### config.mk
export PLATFORM = sky130hd
export DESIGN_NAME = word_fetch_sequencer
export DESIGN_NICKNAME = d
export VERILOG_FILES = /design/src/rtl/word_fetch_sequencer.sv
export SDC_FILE = /design/constraint.sdc
export NUM_CORES = 1
export LEC_CHECK = 0
export CAP_MARGIN = 20
export CORE_AREA = 2 2 89 91
export CTS_CLUSTER_DIAMETER = 100
export DETAILED_ROUTE_END_ITERATION = 6
export DIE_AREA = 0 0 91 93
export PLACE_DENSITY_LB_ADDON = 0.3
export SLEW_MARGIN = 20
export SYNTH_ARGS = -nofsm -noshare
export SYNTH_HDL_FRONTEND = slang
export SYNTH_SLANG_ARGS = --single-unit
### constraint.sdc
create_clock -name CLK -period 4.5 [get_ports CLK]
set_clock_uncertainty 0.15 [all_clocks]
set_input_delay 1.125 -clock CLK [delete_from_list [all_inputs] [get_ports CLK]]
set_output_delay 1.125 -clock CLK [all_outputs]
set_load 0.005 [all_outputs]
### src/rtl/word_fetch_sequencer.sv
// Fetch sequencer: streams WORD_COUNT consecutive memory words into the
// falling-edge load register, one word per TAKE handshake.
module word_fetch_sequencer #(
    parameter int ADDR_WIDTH = 16,
    parameter int DATA_WIDTH = 32,
    parameter int CNT_WIDTH  = 8,
    parameter int RD_LATENCY = 1
) (
    input  logic                  CLK,
    input  logic                  RST,
    input  logic                  START,
    input  logic [ADDR_WIDTH-1:0] BASE_ADDR,
    input  logic [CNT_WIDTH-1:0]  WORD_COUNT,
    output logic                  MEM_RD,
    output logic [ADDR_WIDTH-1:0] MEM_ADDR,
    input  logic                  MEM_WAIT,
    input  logic [DATA_WIDTH-1:0] MEM_DATA,
    output logic                  LOAD_EN,
    output logic [DATA_WIDTH-1:0] LOAD_DATA,
    input  logic                  TAKE,
    output logic                  BUSY,
    output logic                  DONE
);

    localparam logic [1:0] S_IDLE    = 2'd0;
    localparam logic [1:0] S_ISSUE   = 2'd1;
    localparam logic [1:0] S_WAIT    = 2'd2;
    localparam logic [1:0] S_PRESENT = 2'd3;

    // RD_LATENCY is at most 4, so the down-counter never exceeds 3.
    localparam logic [1:0] LAT_LOAD = 2'(RD_LATENCY - 1);

    logic [1:0]            state;
    logic [ADDR_WIDTH-1:0] addr;
    logic [CNT_WIDTH-1:0]  remaining;
    logic [1:0]            lat_cnt;

    // Every output is a flop, so the downstream register always samples a
    // value that settled half a cycle earlier.
    always_ff @(posedge CLK) begin
        if (RST) begin
            state     <= S_IDLE;
            addr      <= '0;
            remaining <= '0;
            lat_cnt   <= '0;
            MEM_RD    <= 1'b0;
            MEM_ADDR  <= '0;
            LOAD_EN   <= 1'b0;
            LOAD_DATA <= '0;
            BUSY      <= 1'b0;
            DONE      <= 1'b0;
        end else begin
            DONE <= 1'b0;
            case (state)
                S_IDLE: begin
                    if (START) begin
                        if (WORD_COUNT != '0) begin
                            addr      <= BASE_ADDR;
                            remaining <= WORD_COUNT;
                            MEM_RD    <= 1'b1;
                            MEM_ADDR  <= BASE_ADDR;
                            BUSY      <= 1'b1;
                            state     <= S_ISSUE;
                        end else begin
                            DONE <= 1'b1;
                        end
                    end
                end
                S_ISSUE: begin
                    if (!MEM_WAIT) begin
                        MEM_RD  <= 1'b0;
                        lat_cnt <= LAT_LOAD;
                        state   <= S_WAIT;
                    end
                end
                S_WAIT: begin
                    if (lat_cnt == 2'd0) begin
                        LOAD_DATA <= MEM_DATA;
                        LOAD_EN   <= 1'b1;
                        state     <= S_PRESENT;
                    end else begin
                        lat_cnt <= lat_cnt - 2'd1;
                    end
                end
                S_PRESENT: begin
                    if (TAKE) begin
                        LOAD_EN   <= 1'b0;
                        remaining <= remaining - CNT_WIDTH'(1);
                        addr      <= addr + ADDR_WIDTH'(1);
                        if (remaining == CNT_WIDTH'(1)) begin
                            DONE  <= 1'b1;
                            BUSY  <= 1'b0;
                            state <= S_IDLE;
                        end else begin
                            MEM_RD   <= 1'b1;
                            MEM_ADDR <= addr + ADDR_WIDTH'(1);
                            state    <= S_ISSUE;
                        end
                    end
                end
                default: state <= S_IDLE;
            endcase
        end
    end

endmodule

==> summary by stage, run 1 <==
Global route
The via count of the first global-routing pass is approximately 3700. The wire length of the first global-routing pass is 16.4 mm. In the global route stage, overall resource usage came out at 23.7%. After global routing the overflow that remains totals 0.

The number of antenna violations at the first check in global routing is 0. Entering global routing, the biggest net connects 49 pins.

Clocking
The clock-pin transition on the worst setup and hold timing paths is 0.09 ns. The maximum number of buffers from clock root to sink is 2. For the worst-skew pair, the clock arrives at the later sink with an insertion delay of 0.35 ns. The clock sink count is 80. The number of buffers created by CTS is 9.

The depth of the CTS H-tree is 3. Buffers added to address setup during post-CTS repair amount to 0. The TritonCTS clock tree is built. The number of hold buffers added after CTS was 0. Clock tree synthesis selected as its root buffer the cell sky130_fd_sc_hd__clkbuf_8. Gates resized during post-CTS repair numbered 0.

Timing
The worst path uses 70.2% of the clock period. Once routing completed, OpenROAD measured the worst setup slack at 1.34 ns. For the pin with the worst max-slew slack, the measured transition is 0.945 ns. The count of final setup violators is 0.

Setup repair after global routing left no endpoint under its margin. The worst path needs 3.16 ns of the cycle, external delays included. The timing-limited maximum frequency is 317 MHz. The worst max-slew margin expressed relative to the limit is a little under two fifths. For the final routed database, the setup TNS stands at 0 ns.

The count of final max-slew check failures came to 0. The final hold slack is between 0.3 and 0.4 ns. The number of failing hold endpoints at the final stage is 0.

Worst setup path
The element type at the critical path start is an input pin. The worst setup path is captured at a flip-flop. The critical path goes through clkdlybuf4s50_1 -> nor3_1 -> nand4_1 -> nand2_1 -> o21ai_0 -> a21oi_1. The largest individual stage delay along the critical path comes from the cell sky130_fd_sc_hd__nand2_1. Data on the critical path is required at its endpoint by 4.64 ns. Data on the critical path arrives at its endpoint at approximately 3.3 ns.

In this run the worst setup path begins at WORD_COUNT[0]. Grouping stages by cell kind, the critical path spends the most delay in simple AND/OR/NAND/NOR gates. The startpoint of the worst register-to-register path is state[0]$_SDFFE_PP0P_. The count of buffering cells on the critical path with inverters included is 1. The largest driver fanout on the critical path is 29. The worst setup path is of the input pin to flip-flop kind. The delay of the slowest cell on the worst path is 0.79 ns.

Drt
Wires add up to between 9 and 10 mm. The met2 routed wirelength is 4.82 mm. The number of design rule violations left after detail routing is 0. The met3 layer wire length in the routed design is 504 um.

The total number of vias is 3809. For this block, wires on met1 add up to ~4.3 mm. The count of nets left with antenna violations once routing finished came out at 0. The routed wirelength normalized by instance count is roughly 14 um. The iteration-0 DRC count of the detailed router is 187. The first detailed-routing pass took 4 iterations. Routed signal wires occupy layers up through met4.

The per-cell via count in the routed design is 5.53.

Finish
The relative area change from synthesis to final layout is 35.4%. The share of layout cells above drive strength 1 is 5.79%. After routing the design area is 5090 um2. The number of non-filler instances in the completed layout is 689. The number of antenna diodes in the final layout is 0.

Cells fill 67.7% of the core in the end. The net count reported at finish is ~650.

Logic synthesis
The number of synthesized flops with an enable pin is 0. Ranked by total cell area, the synthesized netlist is headed by sky130_fd_sc_hd__dfxtp_1 (43%), sky130_fd_sc_hd__nand2_1 (12%), sky130_fd_sc_hd__a21oi_1 (9.2%). The commonest cells after synthesis are sky130_fd_sc_hd__nand2_1 (117), sky130_fd_sc_hd__dfxtp_1 (80), sky130_fd_sc_hd__a21oi_1 (69). The area share of the largest cell type after synthesis is 42.6%.

In the synthesized netlist the dominant register cell turns out to be sky130_fd_sc_hd__dfxtp_1. Of all flip-flops after synthesis, the portion carrying an async set or reset was 0%. The synthesis-stage register bit count is 80. Summing every instance area after synthesis gives 3760 um2. The number of nets produced by synthesis is 557. In this run the mean area of a mapped cell was 7.74 um2.

In the post-synthesis netlist, the cell with the most instances is sky130_fd_sc_hd__nand2_1. The number of synthesis warnings is 0. The number of instances in the synthesized netlist is slightly below 500.

The number of unique standard cell types used by synthesis is 51. The biggest area contributor in the post-synthesis netlist is sky130_fd_sc_hd__dfxtp_1. The fraction of the yosys area taken by sequential cells is 42.6%.

Floorplanning
The die covers 8460 um2. The die is 91 um wide. The number of placement rows is 32. The placeable core area is 7530 um2. 113 I/O pins were placed. For this configuration, the core starts out at a cell density of between 40 and 50%.

The die boundary height is just over 90 um.

Power and ir drop
The total power per unit cell area is 597 nW/um2. The worst-case IR drop observed on VDD is 423 uV. The total leakage power is 1.82 nW. Total power for the finished layout comes to around 3.0 mW.

Hold path
The hold path startpoint is LOAD_DATA[29]$_SDFFE_PP0P_. The worst hold path belongs to the class flip-flop to flip-flop.

Job
Across the run, the number of max-cap violations was 0.

Placed design
In this run the tool buffered the top-level ports with 112 buffer cells. The number of placed instances, taps included is between 600 and 700. Detailed placement ended at an HPWL of 6.94 mm. OpenSTA, run right after detailed placement, puts the worst setup slack at 0.980 ns. In this run the cell area measured after placement is between 4000 and 5000 um2. At the end of routability-driven placement, the weighted congestion stood at around 0.8.

Run status
The flow ran to the end, and the final reports show no timing, DRC or antenna violations.
## path summary, 6_finish.rpt
check / end / slack (ns) / cells past startpoint
max: remaining[6]$_SDFFE_PP0P_ / 1.34 / 6
max reg2reg: remaining[6]$_SDFFE_PP0P_ / 1.87 / 7
min reg2reg: LOAD_DATA[29]$_SDFFE_PP0P_ / 0.31 / 2
min: LOAD_DATA[29]$_SDFFE_PP0P_ / 0.31 / 2
## tightest hold or removal path: stages (launching register included)
cell	delay (ns)
sky130_fd_sc_hd__dfxtp_1	0.32
sky130_fd_sc_hd__nand2_1	0.05
sky130_fd_sc_hd__a21oi_1	0.05
## metal layers
layer	vias to the layer above	GRT usage, %
li1	1878	-
met1	1797	28.5
met2	121	41.9
met3	13	3.79
met4	0	10.2
met5	-	0
## cells in the final DEF, fill, tap and decap left out, types with 5 or more instances in the layout
cell type                         synthesis  final
sky130_fd_sc_hd__a211o_1                  8      8
sky130_fd_sc_hd__a211oi_1                 7      7
sky130_fd_sc_hd__a21oi_1                 69     69
sky130_fd_sc_hd__clkbuf_8                 0      9
sky130_fd_sc_hd__clkdlybuf4s50_1          0    111
sky130_fd_sc_hd__dfxtp_1                 80     80
sky130_fd_sc_hd__ha_1                    10     10
sky130_fd_sc_hd__inv_1                   12     12
sky130_fd_sc_hd__nand2_1                117    117
sky130_fd_sc_hd__nand3_1                 16     16
sky130_fd_sc_hd__nand4_1                  7      7
sky130_fd_sc_hd__nor2_1                  37     37
sky130_fd_sc_hd__nor3_1                   8      8
sky130_fd_sc_hd__o21ai_0                 19     19
sky130_fd_sc_hd__o31ai_1                  5      5
## sequential cells by signal, summed over array words and instances, names as in the netlist, 2 cells and up
name	count
LOAD_DATA	32
addr	16
remaining	8
MEM_ADDR	16
state	2
lat_cnt	2
## logic make-up after synthesis
| logic type | Yosys count | share of synthesized area [%] |
|---|---|---|
| AOI/OAI and AO/OA | 133 | 21.4 |
| xor gates and xnor gates | 8 | 1.86 |
| adders and majority gates | 10 | 3.33 |
| buffers and inverters | 42 | 4.59 |
| DFF | 80 | 42.6 |
| muxes | 4 | 1.10 |
| and+or+nand+nor | 209 | 25.2 |
## report_power, final
part	switching [mW]	leakage [nW]	internal (mW)	total (mW)
combinational	0.745	1.08	0.622	1.37
sequential	0.219	0.655	0.951	1.17
clock	0.293	0.0888	0.211	0.504
## layout make-up
cell class,instances,area (um2)
clock buffers,9,124
clock inverters,7,61.3
fillers,656,2430
inverters,12,45.0
multi-input cells,364,1990
flip-flops and latches,80,1600
well taps,102,128
repair buffers,115,1150
No activity file was read; power rests on OpenSTA's default activity.
==> run 2, diff against run 1 <==
--- a/config.mk
+++ b/config.mk
@@ -6,10 +6,10 @@
 export NUM_CORES = 1
 export LEC_CHECK = 0
 export CAP_MARGIN = 20
-export CORE_AREA = 2 2 89 91
+export CORE_AREA = 2 2 97 99
 export CTS_CLUSTER_DIAMETER = 100
 export DETAILED_ROUTE_END_ITERATION = 6
-export DIE_AREA = 0 0 91 93
+export DIE_AREA = 0 0 99 101
 export PLACE_DENSITY_LB_ADDON = 0.3
 export SLEW_MARGIN = 20
 export SYNTH_ARGS = -nofsm -noshare
==> constraint.sdc (replaced) <==
create_clock -name CLK -period 2.7 [get_ports CLK]
set_clock_uncertainty 0.15 [all_clocks]
set_input_delay 0.675 -clock CLK [delete_from_list [all_inputs] [get_ports CLK]]
set_output_delay 0.675 -clock CLK [all_outputs]
set_load 0.005 [all_outputs]
==> run 2 against run 1 <==
Die area up 18%. Cell count is 2.6% higher. Sequential share of layout area decreased by 0.62 points. Combinational power grew 82%. Register-to-register slack worse by 1.4 ns. Power rose by 72%. Largest cell class unchanged. Sequential power rose by 66%. Global-route usage down 3.9 points. First-iteration DRC count decreased by 16%. Utilization fell by 9.8 points.
==> summary by stage, run 2 (same netlist as run 1, synthesis figures left out) <==
Timing
The setup TNS is 0 ns (unchanged). The count of final setup violators came to 0 (unchanged). The worst setup margin was 0.421 ns (was 1.34 ns). The count of final max-slew check failures was 0 (unchanged). The number of failing hold endpoints at the final stage is 0 (unchanged).

The minimum clock period after layout is 2.28 ns. The slew at the pin closest to its max-slew limit is 0.541 ns (was 0.945 ns). The worst max-slew margin expressed relative to the limit is 63.9% (was 36.9%). The post-route fraction of the period consumed by the critical path is 84.4%.

RSZ-0062 raised after global routing: no (unchanged). For this run, the top clock speed supported by timing is 439 MHz.

Finish
Leading registers by flop count: LOAD_DATA: 32 flops, MEM_ADDR: 16 flops, addr: 16 flops (unchanged). The layout filler cell count was 821 (was 656). The number of flip-flops under the largest register name is 32 (unchanged). The share of layout cells above drive strength 1 is 6.88% (was 5.79%). The antenna diode instance count came to 0 (unchanged). Most frequent cells in the layout: sky130_fd_sc_hd__nand2_1 (117), sky130_fd_sc_hd__clkdlybuf4s50_1 (111), sky130_fd_sc_hd__dfxtp_1 (80), sky130_fd_sc_hd__a21oi_1 (69), sky130_fd_sc_hd__nor2_1 (37) (unchanged).

The relative area change from synthesis to final layout came to 38.1% (was 35.4%). The net count reported at finish was 663 (was 653). The design area is 5200 um2 (was 5090 um2). The number of non-filler instances in the completed layout is 707 (was 689). The largest register by flop count is LOAD_DATA (unchanged). The most common cell after layout, fill and taps aside is sky130_fd_sc_hd__nand2_1 (unchanged).

Placed design
The number of placed instances, taps included is 692 (was 672). The post-detailed-placement half-perimeter wirelength is 7.08 mm (was 6.94 mm). The area after detailed placement is 5020 um2 (was 4890 um2). The last weighted congestion value of the routability-driven placer was 0.821 (was 0.794).

The worst setup timing slack at the placement stage is 0.0927 ns (was 0.980 ns). The total of buffers placed on input and output ports is 112 (unchanged).

Floorplanning
The initial cell density of the core was 41.9% (was 50.0%). The area of the die is 10000 um2 (was 8460 um2). The count of pins on the block boundary was 113 (unchanged). The placeable core area came to 8980 um2 (was 7530 um2). The number of placement rows came to 35 (was 32). The overall die width was 99 um (was 91 um).

The die boundary height is 101 um (was 93 um).

Clocking
The post-cts sizing count is 0 (unchanged). The post-CTS setup-driven buffer insertion count was 0 (unchanged). The cts-stage hold buffer count is 0 (unchanged). The clock sink count is 80 (unchanged). The clock tree root buffer cell is sky130_fd_sc_hd__clkbuf_8 (unchanged). The maximum number of buffers from clock root to sink is 2 (unchanged). The TritonCTS clock tree is built (unchanged). The number of buffers created by CTS was 9 (unchanged). The clock-pin transition on the worst setup and hold timing paths came to 0.08 ns (was 0.09 ns).

The worst-skew pair later-pin latency is 0.34 ns (was 0.35 ns). The depth of the CTS H-tree is 3 (unchanged).

Global route
The largest net degree at the start of global routing is 47 (was 49). The global-route usage over all layers came to 19.8% (was 23.7%). The wire length of the first global-routing pass is 16.2 mm (was 16.4 mm). The via count of the first global-routing pass is 3452 (was 3665). The aggregate global routing overflow is 0 (unchanged). The number of antenna violations at the first check in global routing is 0 (unchanged).

Drt
The number of design rule violations left after detail routing was 0 (unchanged). The per-cell via count in the routed design is 5.35 (was 5.53). The iteration-0 DRC count of the detailed router was 158 (was 187). The number of antenna-violating nets in the routed design is 0 (unchanged). The total number of vias was 3780 (was 3809). The routed wirelength normalized by instance count is 14.1 um (was 14.3 um). The total iterations of the first detailed-routing run is 4 (unchanged). The total wirelength of the detailed-routed design is 9.98 mm (was 9.83 mm).

Worst setup path
The element type at the critical path end is a flip-flop (unchanged). The worst path arrival time came to 2.39 ns (was 3.30 ns). The cell type of the slowest stage on the worst timing path is sky130_fd_sc_hd__clkdlybuf4s50_1 (was sky130_fd_sc_hd__nand2_1). The family of cells with the greatest summed delay on the critical path is buffers and inverters (was simple AND/OR/NAND/NOR gates). The element type at the critical path start is an input pin (unchanged). The largest driver fanout on the critical path is 10 (was 29). The delay of the slowest cell on the worst path was 0.50 ns (was 0.79 ns). The count of buffering cells on the critical path with inverters included was 3 (was 1). The type of the setup path with the least slack is input pin to flip-flop (unchanged). Cell-by-cell listing of the critical path: clkdlybuf4s50_1 -> inv_1 -> a221oi_2 -> and2_1 -> buf_4 -> nor2_1 -> a211oi_1 (was clkdlybuf4s50_1 -> nor3_1 -> nand4_1 -> nand2_1 -> o21ai_0 -> a21oi_1). The critical path data required time is 2.81 ns (was 4.64 ns).

Power and ir drop
The total power per unit cell area is 1010 nW/um2 (was 597 nW/um2). The total leakage power is 1.88 nW (was 1.82 nW). The largest vdd supply drop is 631 uV (was 423 uV). The sum of internal, switching and leakage power is 5.24 mW (was 3.04 mW).

Hold path
The path type of the worst min-delay path is flip-flop to flip-flop (unchanged).

Job
The total of max-cap violations was 0 (unchanged).

Run status
Result of the run: complete, no violations (unchanged).
## run 2: cell type report
class / count / area, um2 / share of cell area [%]
inverter: 12 / 45.0 / 0.867
tap: 111 / 139 / 2.67
sequential: 80 / 1600 / 30.8
timing repair buffer: 125 / 1250 / 24.1
clock inverter: 3 / 17.5 / 0.337
multi-input combinational: 364 / 1990 / 38.3
clock buffer: 12 / 155 / 2.99
## run 2: final timing paths
check                              from                         end  slack, ns  cells past startpoint
max                                TAKE        addr[1]$_SDFFE_PP0P_       0.42                      7
max reg2reg        addr[1]$_SDFFE_PP0P_   MEM_ADDR[12]$_SDFFE_PP0P_       0.48                      6
min reg2reg  LOAD_DATA[29]$_SDFFE_PP0P_  LOAD_DATA[29]$_SDFFE_PP0P_       0.31                      2
min          LOAD_DATA[29]$_SDFFE_PP0P_  LOAD_DATA[29]$_SDFFE_PP0P_       0.31                      2
## run 2: power breakdown
part | leakage, nW | switching [mW] | total (mW) | internal (mW)
Clock | 0.0882 | 0.421 | 0.798 | 0.377
Combinational | 1.14 | 1.28 | 2.50 | 1.21
Sequential | 0.655 | 0.358 | 1.94 | 1.59
## run 2: worst reg2reg max path: stages (launching register included)
cell and delay [ns]:
sky130_fd_sc_hd__dfxtp_1 0.43, sky130_fd_sc_hd__ha_1 0.28, sky130_fd_sc_hd__nand4_1 0.23, sky130_fd_sc_hd__or4_1 0.55, sky130_fd_sc_hd__a31oi_1 0.28, sky130_fd_sc_hd__nand2_1 0.12, sky130_fd_sc_hd__a21oi_2 0.12
## run 2: per-layer routing
metal,track usage [%],vias to the layer above,wire [um],share of wire (%)
met5,0,-,0,0
met4,6.53,0,121,1.2
met3,3.40,11,661,6.6
met2,32.2,135,4600,46
met1,26.8,1735,4600,46
li1,-,1899,-,-
## run 2: metrics by stage
| step | hold WS, ns | utilization [%] |
|---|---|---|
| 4_1_cts | 0.309 | 57.9 |
| 6_report | 0.307 | 57.9 |
| 5_1_grt | 0.328 | 57.9 |
| 2_1_floorplan | 0.299 | - |
| 3_5_place_dp | 0.298 | 56.0 |
| 3_3_place_gp | 0.292 | 56.0 |
==> run 3, diff against run 2 <==
==> constraint.sdc (replaced) <==
create_clock -name CLK -period 2.05 [get_ports CLK]
set_clock_uncertainty 0.15 [all_clocks]
set_input_delay 0.5125 -clock CLK [delete_from_list [all_inputs] [get_ports CLK]]
set_output_delay 0.5125 -clock CLK [all_outputs]
set_load 0.005 [all_outputs]
==> run 3 against run 2 <==
Power increased by 45%. Die area unchanged. First-iteration DRC count down 23%. Cell area increased by 6.3%. Via count is 2.5% higher. Non-clock buffer count up 25. Utilization up 3.6 points. Wire length is 2.5% higher. Sequential power increased by 31%. Setup slack worse by 0.37 ns. Hold slack got worse by 0.0015 ns. Clock power increased by 75%.
==> summary by stage, run 3 (same netlist as run 1, synthesis figures left out) <==
Run status
Result of the run: complete, no violations (unchanged).

Hold path
The path type of the worst min-delay path is flip-flop to flip-flop (unchanged).

Power and ir drop
The proportion of power drawn by the clock network is 18.4% (was 15.2%). The part of the power in combinational logic is 48.2% (was 47.7%). The cell-internal power is 4.76 mW (was 3.18 mW). The total power per unit cell area is 1380 nW/um2 (was 1010 nW/um2).

The switching part of the total power is 37.3% (was 39.4%). The sequential power share is 33.4% (was 37.1%). The total leakage power is 2.06 nW (was 1.88 nW). The largest vdd supply drop was 773 uV (was 631 uV).

The net switching component of the power was 2.84 mW (was 2.06 mW).

Finish
The most common cell after layout, fill and taps aside is sky130_fd_sc_hd__nand2_1 (unchanged). Most frequent cells in the layout: sky130_fd_sc_hd__nand2_1 (117), sky130_fd_sc_hd__clkdlybuf4s50_1 (110), sky130_fd_sc_hd__dfxtp_1 (79), sky130_fd_sc_hd__a21oi_1 (69), sky130_fd_sc_hd__nor2_1 (36) (was sky130_fd_sc_hd__nand2_1 (117), sky130_fd_sc_hd__clkdlybuf4s50_1 (111), sky130_fd_sc_hd__dfxtp_1 (80), sky130_fd_sc_hd__a21oi_1 (69), sky130_fd_sc_hd__nor2_1 (37)). The number of non-filler instances in the completed layout was 734 (was 707). The largest register by flop count is LOAD_DATA (unchanged).

The number of flip-flops under the largest register name is 32 (unchanged). Leading registers by flop count: LOAD_DATA: 32 flops, MEM_ADDR: 16 flops, addr: 16 flops (unchanged). The core occupancy in the finished layout is 61.5% (was 57.9%). The layout filler cell count is 797 (was 821). The antenna diode instance count is 0 (unchanged). The share of layout cells above drive strength 1 is 12.5% (was 6.88%). The net count reported at finish is 689 (was 663). The relative area change from synthesis to final layout is 46.8% (was 38.1%).

Timing
RSZ-0062 raised after global routing: yes (was no). The worst max-slew margin expressed relative to the limit is 75.9% (was 63.9%). The number of failing hold endpoints at the final stage is 0 (unchanged).

The routed design could run at a clock period as short as 2.00 ns. The count of final setup violators came to 0 (unchanged). Timing would allow up to 500 MHz. The slew at the pin closest to its max-slew limit is 0.361 ns (was 0.541 ns). The count of final max-slew check failures is 0 (unchanged).

The post-route fraction of the period consumed by the critical path is 97.6%.

Floorplanning
The initial cell density of the core is 41.9% (unchanged). The count of pins on the block boundary is 113 (unchanged). The placeable core area is 8980 um2 (unchanged).

The area of the die is 10000 um2 (unchanged). The overall die width came to 99 um (unchanged). The die boundary height is 101 um (unchanged). The number of placement rows was 35 (unchanged).

Global route
The global-route usage over all layers was 20.2% (was 19.8%). The aggregate global routing overflow is 0 (unchanged). The wire length of the first global-routing pass was 16.6 mm (was 16.2 mm).

The largest net degree at the start of global routing came to 75 (was 47). The number of antenna violations at the first check in global routing was 0 (unchanged). The via count of the first global-routing pass is 3592 (was 3452).

Worst setup path
The type of the setup path with the least slack is input pin to flip-flop (unchanged). The largest driver fanout on the critical path came to 3 (was 10). The count of buffering cells on the critical path with inverters included is 3 (unchanged).

The cell type of the slowest stage on the worst timing path is sky130_fd_sc_hd__clkdlybuf4s50_1 (unchanged). The delay of the slowest cell on the worst path is 0.49 ns (was 0.50 ns). The family of cells with the greatest summed delay on the critical path is buffers and inverters (unchanged). The element type at the critical path end is a flip-flop (unchanged). The worst path arrival time was 2.11 ns (was 2.39 ns). The critical path data required time is 2.16 ns (was 2.81 ns).

The element type at the critical path start is an input pin (unchanged). Cell-by-cell listing of the critical path: clkdlybuf4s50_1 -> inv_1 -> buf_4 -> a22oi_1 -> and4_4 -> o21ai_0 -> a221oi_1 (was clkdlybuf4s50_1 -> inv_1 -> a221oi_2 -> and2_1 -> buf_4 -> nor2_1 -> a211oi_1).

Clocking
The worst-skew pair later-pin latency is 0.35 ns (was 0.34 ns). The depth of the CTS H-tree was 3 (unchanged). The maximum number of buffers from clock root to sink is 2 (unchanged). The number of buffers created by CTS is 9 (unchanged). The cts-stage hold buffer count was 0 (unchanged).

The TritonCTS clock tree is built (unchanged). The clock tree root buffer cell is sky130_fd_sc_hd__clkbuf_8 (unchanged). The clock sink count came to 80 (unchanged). The clock-pin transition on the worst setup and hold timing paths was 0.08 ns (about the same).

Placed design
The number of placed instances, taps included is 714 (was 692). The last weighted congestion value of the routability-driven placer is 0.856 (was 0.821). The total of buffers placed on input and output ports is 112 (unchanged).

The post-detailed-placement half-perimeter wirelength is 7.14 mm (was 7.08 mm).

Drt
The number of antenna-violating nets in the routed design is 0 (unchanged). The met3 layer wire length in the routed design is 694 um (was 661 um). The topmost layer with routed signal wires is met4 (unchanged). The per-cell via count in the routed design was 5.28 (was 5.35). The total wirelength of the detailed-routed design came to 10.2 mm (was 9.98 mm). The iteration-0 DRC count of the detailed router is 122 (was 158). The met2 routed wirelength was 4.69 mm (was 4.60 mm).

The total iterations of the first detailed-routing run is 4 (unchanged). The total number of vias is 3875 (was 3780). The routed wirelength normalized by instance count is 13.9 um (was 14.1 um). The number of design rule violations left after detail routing is 0 (unchanged).

The wire length on met1 is 4.70 mm (was 4.60 mm).

Job
The total of max-cap violations is 0 (unchanged).
run 3: changes by cell type in the layout (fill, tap and decap cells not counted), moves of 2 or more:
cell                        before  now
sky130_fd_sc_hd__buf_4          10   33
sky130_fd_sc_hd__bufinv_16       0    3
sky130_fd_sc_hd__buf_12          3    5
sky130_fd_sc_hd__clkbuf_8       11    9
sky130_fd_sc_hd__inv_1          12   10
run 3: per-stage QoR:
stage | setup TNS (ns) | hold slack (ns) | power, mW | cell area [um2] | worst slack [ns]
floorplan | 0 | 0.299 | 4.45 | 3760 | 0.0751
global placement | -8.47 | 0.292 | 6.02 | 5220 | -0.264
detailed placement | -11.35 | 0.295 | 6.11 | 5220 | -0.358
CTS | 0 | 0.307 | 7.56 | 5460 | 0.0110
global route | -0.450 | 0.331 | 8.15 | 5520 | -0.0865
finish | 0 | 0.305 | 7.60 | 5520 | 0.0502
run 3: path summary, 6_finish.rpt:
path	to	slack, ns	cells after the start	startpoint
setup reg to reg	state[0]$_SDFFE_PP0P_	0.09	8	state[0]$_SDFFE_PP0P_
hold / removal	LOAD_DATA[14]$_SDFFE_PP0P_	0.31	2	LOAD_DATA[14]$_SDFFE_PP0P_
hold reg to reg	LOAD_DATA[14]$_SDFFE_PP0P_	0.31	2	LOAD_DATA[14]$_SDFFE_PP0P_
setup / recovery	state[0]$_SDFFE_PP0P_	0.05	7	TAKE
run 3: power groups by stage:
stage               Sequential (mW)  Clock, mW  Combinational, mW
finish                         2.54       1.40               3.66
detailed placement             2.57          0               3.55
global placement               2.55          0               3.47
floorplan                      2.54          0               1.91
global route                   2.62       1.50               4.03
CTS                            2.53       1.43               3.59
run 3: timing repair:
item / 4_1_cts / 5_1_grt
pin swaps: 1 / 3
setup buffers: 0 / 3
hold endpoints to repair: 0 / 0
cloned: 0 / 1
resized for setup: 2 / 12
endpoints found under the setup margin: 3 / 38
run 3: area by class of cell:
| type | instances | area, um2 | area share (%) |
|---|---|---|---|
| well taps | 111 | 139 | 2.51 |
| clock buffers | 11 | 131 | 2.38 |
| clock inverters | 5 | 104 | 1.88 |
| repair buffers | 150 | 1470 | 26.6 |
| inverters | 12 | 48.8 | 0.884 |
| multi-input cells | 364 | 2030 | 36.7 |
| flip-flops and latches | 80 | 1600 | 29.0 |
| repair inverters | 1 | 5.00 | 0.0906 |
run 3: worst reg2reg max path: cells and delay by family, from the launching register on:
kind / cells / cell delay [ns]
AND/OR/NAND/NOR: 3 / 0.54
adder cells (fa/ha/maj): 1 / 0.18
buffers and inverters: 2 / 0.25
AO/OA/AOI/OAI: 2 / 0.38
flip-flops: 1 / 0.36
run 3: layer usage:
| metal | vias to the layer above | GRT usage, % |
|---|---|---|
| met2 | 139 | 33.0 |
| met5 | - | 0 |
| met1 | 1772 | 27.2 |
| met4 | 0 | 6.95 |
| li1 | 1950 | - |
| met3 | 14 | 3.47 |
